<file path="config.mk">
export PLATFORM = sky130hd
export DESIGN_NAME = fetch_queue_flat
export DESIGN_NICKNAME = d
export VERILOG_FILES = /design/src/rtl/fetch_queue_if.sv /design/src/rtl/fetch_queue.sv /design/src/flat_wrapper.sv
export SDC_FILE = /design/constraint.sdc
export NUM_CORES = 1
export LEC_CHECK = 0
export BUFFER_PORTS_ARGS = -buffer_cell sky130_fd_sc_hd__buf_2
export CAP_MARGIN = 10
export CORE_MARGIN = 2
export CORE_UTILIZATION = 25
export DETAILED_ROUTE_END_ITERATION = 16
export PLACE_DENSITY_LB_ADDON = 0.2
export SLEW_MARGIN = 30
export SYNTH_ARGS = -nofsm -noshare
export SYNTH_HDL_FRONTEND = slang
export SYNTH_SLANG_ARGS = --single-unit
</file>
<file path="constraint.sdc">
create_clock -name clk -period 9.4 [get_ports clk]
set_clock_uncertainty 0.05 [all_clocks]
set_input_delay 0.94 -clock clk [delete_from_list [all_inputs] [get_ports clk]]
set_output_delay 0.94 -clock clk [all_outputs]
set_load 0.01 [all_outputs]
</file>
<file path="src/rtl/fetch_queue_if.sv">
// Fetch-to-decode handshake bundle for fetch_queue.
// The master drives the fetch side and decode ready; the slave is the queue itself.
interface fetch_queue_if #(
  parameter int DEPTH = 4
);
  logic                     flush;
  logic                     in_valid;
  logic                     in_ready;
  logic [31:0]              in_pc;
  logic [31:0]              in_instr;
  logic                     out_valid;
  logic                     out_ready;
  logic [31:0]              out_pc;
  logic [31:0]              out_instr;
  logic [31:0]              out_pc4;
  logic [$clog2(DEPTH):0]   count;

  modport master (
    output flush, in_valid, in_pc, in_instr, out_ready,
    input  in_ready, out_valid, out_pc, out_instr, out_pc4, count
  );

  modport slave (
    input  flush, in_valid, in_pc, in_instr, out_ready,
    output in_ready, out_valid, out_pc, out_instr, out_pc4, count
  );
endinterface

</file>
<file path="src/rtl/fetch_queue.sv">
// Circular instruction queue between fetch and decode with flush support.
// Optional macro FETCH_QUEUE_BYPASS_EN forwards a fetch straight to decode when empty.
module fetch_queue #(
  parameter int          DEPTH     = 4,
  parameter logic [31:0] NOP_INSTR = 32'h00000000
) (
  input  logic          clk,
  input  logic          rst,
  fetch_queue_if.slave  bus
);
  localparam int PTR_W = (DEPTH > 1) ? $clog2(DEPTH) : 1;
  localparam int CNT_W = PTR_W + 1;
  localparam logic [CNT_W-1:0] CNT_FULL = CNT_W'(DEPTH);
  localparam logic [CNT_W-1:0] CNT_ONE  = CNT_W'(1'b1);
  localparam logic [PTR_W-1:0] PTR_ONE  = PTR_W'(1'b1);

  logic [31:0]      pc_mem_r    [DEPTH];
  logic [31:0]      instr_mem_r [DEPTH];
  logic [PTR_W-1:0] rd_ptr_r;
  logic [PTR_W-1:0] wr_ptr_r;
  logic [CNT_W-1:0] count_r;

  logic             empty_s;
  logic             full_s;
  logic             in_ready_s;
  logic             bypass_s;
  logic             out_valid_s;
  logic             push_s;
  logic             pop_s;
  logic [31:0]      head_pc_s;
  logic [31:0]      head_instr_s;
  logic [31:0]      out_instr_s;

  // Handshake decode: flush blocks both sides, a bypassed-and-consumed fetch never touches storage.
  always_comb begin
    empty_s     = (count_r == {CNT_W{1'b0}});
    full_s      = (count_r == CNT_FULL);
    in_ready_s  = !full_s && !bus.flush;
`ifdef FETCH_QUEUE_BYPASS_EN
    bypass_s    = empty_s && !bus.flush && bus.in_valid;
`else
    bypass_s    = 1'b0;
`endif
    out_valid_s = (!empty_s && !bus.flush) || bypass_s;
    pop_s       = out_valid_s && bus.out_ready && !bypass_s;
    push_s      = bus.in_valid && in_ready_s && !(bypass_s && bus.out_ready);
  end

  // Head selection; only the bypass build looks at the incoming fetch here.
  always_comb begin
`ifdef FETCH_QUEUE_BYPASS_EN
    if (bypass_s) begin
      head_pc_s    = bus.in_pc;
      head_instr_s = bus.in_instr;
    end else begin
      head_pc_s    = pc_mem_r[rd_ptr_r];
      head_instr_s = instr_mem_r[rd_ptr_r];
    end
`else
    head_pc_s    = pc_mem_r[rd_ptr_r];
    head_instr_s = instr_mem_r[rd_ptr_r];
`endif
    out_instr_s = out_valid_s ? head_instr_s : NOP_INSTR;
  end

  // Queue state: async reset clears storage, flush clears only the bookkeeping.
  always_ff @(posedge clk or posedge rst) begin
    if (rst) begin
      rd_ptr_r <= {PTR_W{1'b0}};
      wr_ptr_r <= {PTR_W{1'b0}};
      count_r  <= {CNT_W{1'b0}};
      for (int i = 0; i < DEPTH; i++) begin
        pc_mem_r[i]    <= 32'h00000000;
        instr_mem_r[i] <= 32'h00000000;
      end
    end else if (bus.flush) begin
      rd_ptr_r <= {PTR_W{1'b0}};
      wr_ptr_r <= {PTR_W{1'b0}};
      count_r  <= {CNT_W{1'b0}};
    end else begin
      if (push_s) begin
        pc_mem_r[wr_ptr_r]    <= bus.in_pc;
        instr_mem_r[wr_ptr_r] <= bus.in_instr;
        wr_ptr_r              <= wr_ptr_r + PTR_ONE;
      end
      if (pop_s) begin
        rd_ptr_r <= rd_ptr_r + PTR_ONE;
      end
      case ({push_s, pop_s})
        2'b10:   count_r <= count_r + CNT_ONE;
        2'b01:   count_r <= count_r - CNT_ONE;
        default: count_r <= count_r;
      endcase
    end
  end

  assign bus.in_ready  = in_ready_s;
  assign bus.out_valid = out_valid_s;
  assign bus.out_pc    = head_pc_s;
  assign bus.out_instr = out_instr_s;
  assign bus.out_pc4   = head_pc_s + 32'd4;
  assign bus.count     = count_r;
endmodule

</file>
<file path="src/flat_wrapper.sv">
// flat-port wrapper written by rule: the top's interface ports become plain ports
module fetch_queue_flat 
#(
  parameter int          DEPTH     = 4,
  parameter logic [31:0] NOP_INSTR = 32'h00000000
)
  (clk, rst, bus_flush, bus_in_valid, bus_in_pc, bus_in_instr, bus_out_ready, bus_in_ready, bus_out_valid, bus_out_pc, bus_out_instr, bus_out_pc4, bus_count);
  fetch_queue_if #(.DEPTH(DEPTH)) bus_i ();
  input  logic clk;
  input  logic rst;
  input wire logic [$bits(bus_i.flush)-1:0] bus_flush;
  input wire logic [$bits(bus_i.in_valid)-1:0] bus_in_valid;
  input wire logic [$bits(bus_i.in_pc)-1:0] bus_in_pc;
  input wire logic [$bits(bus_i.in_instr)-1:0] bus_in_instr;
  input wire logic [$bits(bus_i.out_ready)-1:0] bus_out_ready;
  output wire logic [$bits(bus_i.in_ready)-1:0] bus_in_ready;
  output wire logic [$bits(bus_i.out_valid)-1:0] bus_out_valid;
  output wire logic [$bits(bus_i.out_pc)-1:0] bus_out_pc;
  output wire logic [$bits(bus_i.out_instr)-1:0] bus_out_instr;
  output wire logic [$bits(bus_i.out_pc4)-1:0] bus_out_pc4;
  output wire logic [$bits(bus_i.count)-1:0] bus_count;
  assign bus_i.flush = bus_flush;
  assign bus_i.in_valid = bus_in_valid;
  assign bus_i.in_pc = bus_in_pc;
  assign bus_i.in_instr = bus_in_instr;
  assign bus_i.out_ready = bus_out_ready;
  assign bus_in_ready = bus_i.in_ready;
  assign bus_out_valid = bus_i.out_valid;
  assign bus_out_pc = bus_i.out_pc;
  assign bus_out_instr = bus_i.out_instr;
  assign bus_out_pc4 = bus_i.out_pc4;
  assign bus_count = bus_i.count;
  fetch_queue #(.DEPTH(DEPTH), .NOP_INSTR(NOP_INSTR)) u_core (.clk(clk), .rst(rst), .bus(bus_i));
endmodule
</file>
==> flow_summary.ini <==
[run_status]
outcome = finished, final reports clean

[logic_synthesis]
ys.flop_type = dfrtp_1
async_flop_share = 1.00
synthDistinctLibCells = 39
synth_seq_area_share = 0.533
synth_edf_count = 0
mappedNetlistNets = 869
syn_inst = 794
ys_ff_latch = 263
syn_area_mm2 = 0.0123
ys_warn_count = 0
syn_area_per_cell_um2 = 15.6

[floorplan]
rows = 81
die-area_mm2 = 0.0512
core-area_mm2 = 0.0488
initial_core_util = 0.253
pin_count = 170
die_h_um = 226
fp.dieW_um = 226

[drt]
vias = 7377
ant_nets = 0
drtIter0Drc = 272
routed_wl_um = 31700
vias_per_cell = 4.46
drc_errors = 0
first_pass_iters = 4
routedWlPerCell_um = 19.1

[worst_setup_path]
r2r_cells = 6
crit_path_end = bus_out_pc4[24]
crit_type = reg -> out
start_kind = flip-flop
cp-startpoint = u_core.rd_ptr_r[0]$_DFFE_PP0P_
r2r_slack_ps = 6590
slowest_delay_ps = 890
cp_num_cells = 8
r2r_end = u_core.pc_mem_r[53]$_DFFE_PP0P_
cp-end-kind = output pin
path_buf_inv = 2
cp_max_fo = 36
crit_family = buffers and inverters
slowest_stage = dfrtp_4
cp_cell_sequence = buf_4 > mux4_1 > ha_1 > nand4_1 > nor4_4 > nand4_1 > xnor2_1 > buf_2
crit_required_ps = 8410
reg2reg_from = u_core.bus.count[0]$_DFFE_PP0P_
arrival_ps = 4100
critPathMostFrequentCell = nand4_1

[pwr]
power_leakage_nw = 6.80
swShare = 0.296
ir_drop_v = 0.000105
p_switching_mw = 1.33
seq_power_share = 0.407
p_int_mw = 3.17
p_comb_frac = 0.299
p_per_area_mw_per_mm2 = 300
clkPwrFrac = 0.294

[clock_network]
cts_root_buf = clkbuf_16
clock_latency_ps = 540
cts-htree-levels = 2
cts.clk_slew.worst_paths_ps = 50
ctsResizeCount = 0
cts_buffers = 35
post_cts_buffers = 0
clk_path_buf_depth = 3
postCtsHoldBufs = 0
cts_tree = built
cts_sinks = 263

[grt]
grt_pass1_wl_um = 49300
grt_max_degree = 97
grt_usage = 0.127
grt_pass1_vias = 7934
grt_overflow_total = 0
antenna_found_initial = 6

[timing]
fin_crit_sh = 0.542
final-max-slew-violation-count = 0
tightest_slew_ps = 846
rsz0062_at_grt = false
finalCriticalPeriod_ps = 5090
fmax_mhz = 196
finalSetupTns_ps = 0
hold_violations = 0
setup_violations = 0
slew_headroom = 0.436

[layout]
nets = 1035
final_cell_mix = dfrtp_1, mux2_2, buf_2
layout-drive-gt1-share = 0.569
syn2layout_area_growth_pct = 21.6
final_common_cell = dfrtp_1
final-instance-count-excl-fill = 1653

[place]
port_buffers = 169
place_inst = 1587
place_congestion = 0.704
dp_hpwl_um = 19400

[hold_path]
hold_class = reg -> reg
min_from = u_core.pc_mem_r[87]$_DFFE_PP0P_

[flow_run]
max_cap_violations = 0
cell type report:
class                   instances  area [um^2]
repair buffers                181          936
well taps                     664          831
clock inverters                12          104
fillers                      4972        33800
inverters                       8         37.5
diodes                          2         5.00
flip-flops and latches        263         6590
multi-input cells             471         5460
clock buffers                  52         1050
cells in the mapped netlist (4+ instances only):
cell type,number,area share
mux2_2,256,0.23
and3_1,39,0.020
nand2_1,14,0.0043
buf_4,4,0.0024
clkbuf_1,10,0.0030
buf_2,31,0.013
mux4_1,9,0.019
dfrtp_1,263,0.53
ha_1,5,0.0051
xnor2_1,21,0.015
nor2_1,8,0.0024
mux4_2,55,0.10
o21ai_0,5,0.0020
xor2_1,9,0.0064
and2_1,4,0.0020
inv_1,8,0.0024
nand4_1,9,0.0046
nand3_1,12,0.0049
logic make-up (layout without fill, tap and decap cells):
family          Yosys count  in the layout  synth area share
mux                     322            322             0.355
other cells               0              2                 0
xor+xnor                 30             30            0.0213
flops                   263            263             0.533
fa+ha+maj                 6              6           0.00669
compound gates           11             11           0.00588
buf+inv                  60            253            0.0271
simple gates            102            102            0.0515
per-stage QoR:
step / area [um^2] / power [mW] / hold WS [ps] / util / setup WS (ps)
finish: 15000 / 4.50 / 446 / 0.307 / 4310
CTS: 15000 / 4.59 / 449 / 0.307 / 4100
detailed placement: 13900 / 3.23 / 436 / 0.284 / 4700
floorplan: 12300 / 2.79 / 420 / - / 1170
global placement: 13900 / 3.20 / 429 / 0.284 / 4760
global route: 15000 / 4.79 / 455 / 0.307 / 3820
layer usage:
layer | vias to the layer above | GRT usage | wire [um]
li1 | 3310 | - | -
met2 | 168 | 0.202 | 14700
met1 | 3842 | 0.171 | 14800
met3 | 51 | 0.0290 | 1540
met5 | - | 0 | 29
met4 | 6 | 0.0412 | 639
worst min-delay path by stage:
stage | to | slack [ps] | cells after the start
6_report | u_core.pc_mem_r[87]$_DFFE_PP0P_ | 450 | 1
5_1_grt | u_core.pc_mem_r[37]$_DFFE_PP0P_ | 450 | 1
4_1_cts | u_core.pc_mem_r[87]$_DFFE_PP0P_ | 450 | 1
3_5_place_dp | u_core.pc_mem_r[87]$_DFFE_PP0P_ | 440 | 1
3_3_place_gp | u_core.pc_mem_r[47]$_DFFE_PP0P_ | 430 | 1
2_1_floorplan | u_core.pc_mem_r[66]$_DFFE_PP0P_ | 420 | 1
worst register-to-register path, stage by stage, from the launching register on:
cell and delay (ps):
dfrtp_1 450, nor3b_1 360, nor3b_2 80, buf_4 220, nand2_4 370, buf_4 690, mux2_2 450
power by group through the flow:
stage | Clock [mW] | Sequential, mW | Combinational [mW]
floorplan | 0 | 1.76 | 1.04
global placement | 0 | 1.85 | 1.35
detailed placement | 0 | 1.85 | 1.37
CTS | 1.38 | 1.84 | 1.38
global route | 1.42 | 1.90 | 1.47
finish | 1.32 | 1.83 | 1.34
state kept, by name, summed over array words and instances (netlist names):
register            cells
u_core.rd_ptr_r         2
u_core.instr_mem_r    128
u_core.wr_ptr_r         2
u_core.bus.count        3
u_core.pc_mem_r       128
Power figures use the tool's default switching activity.
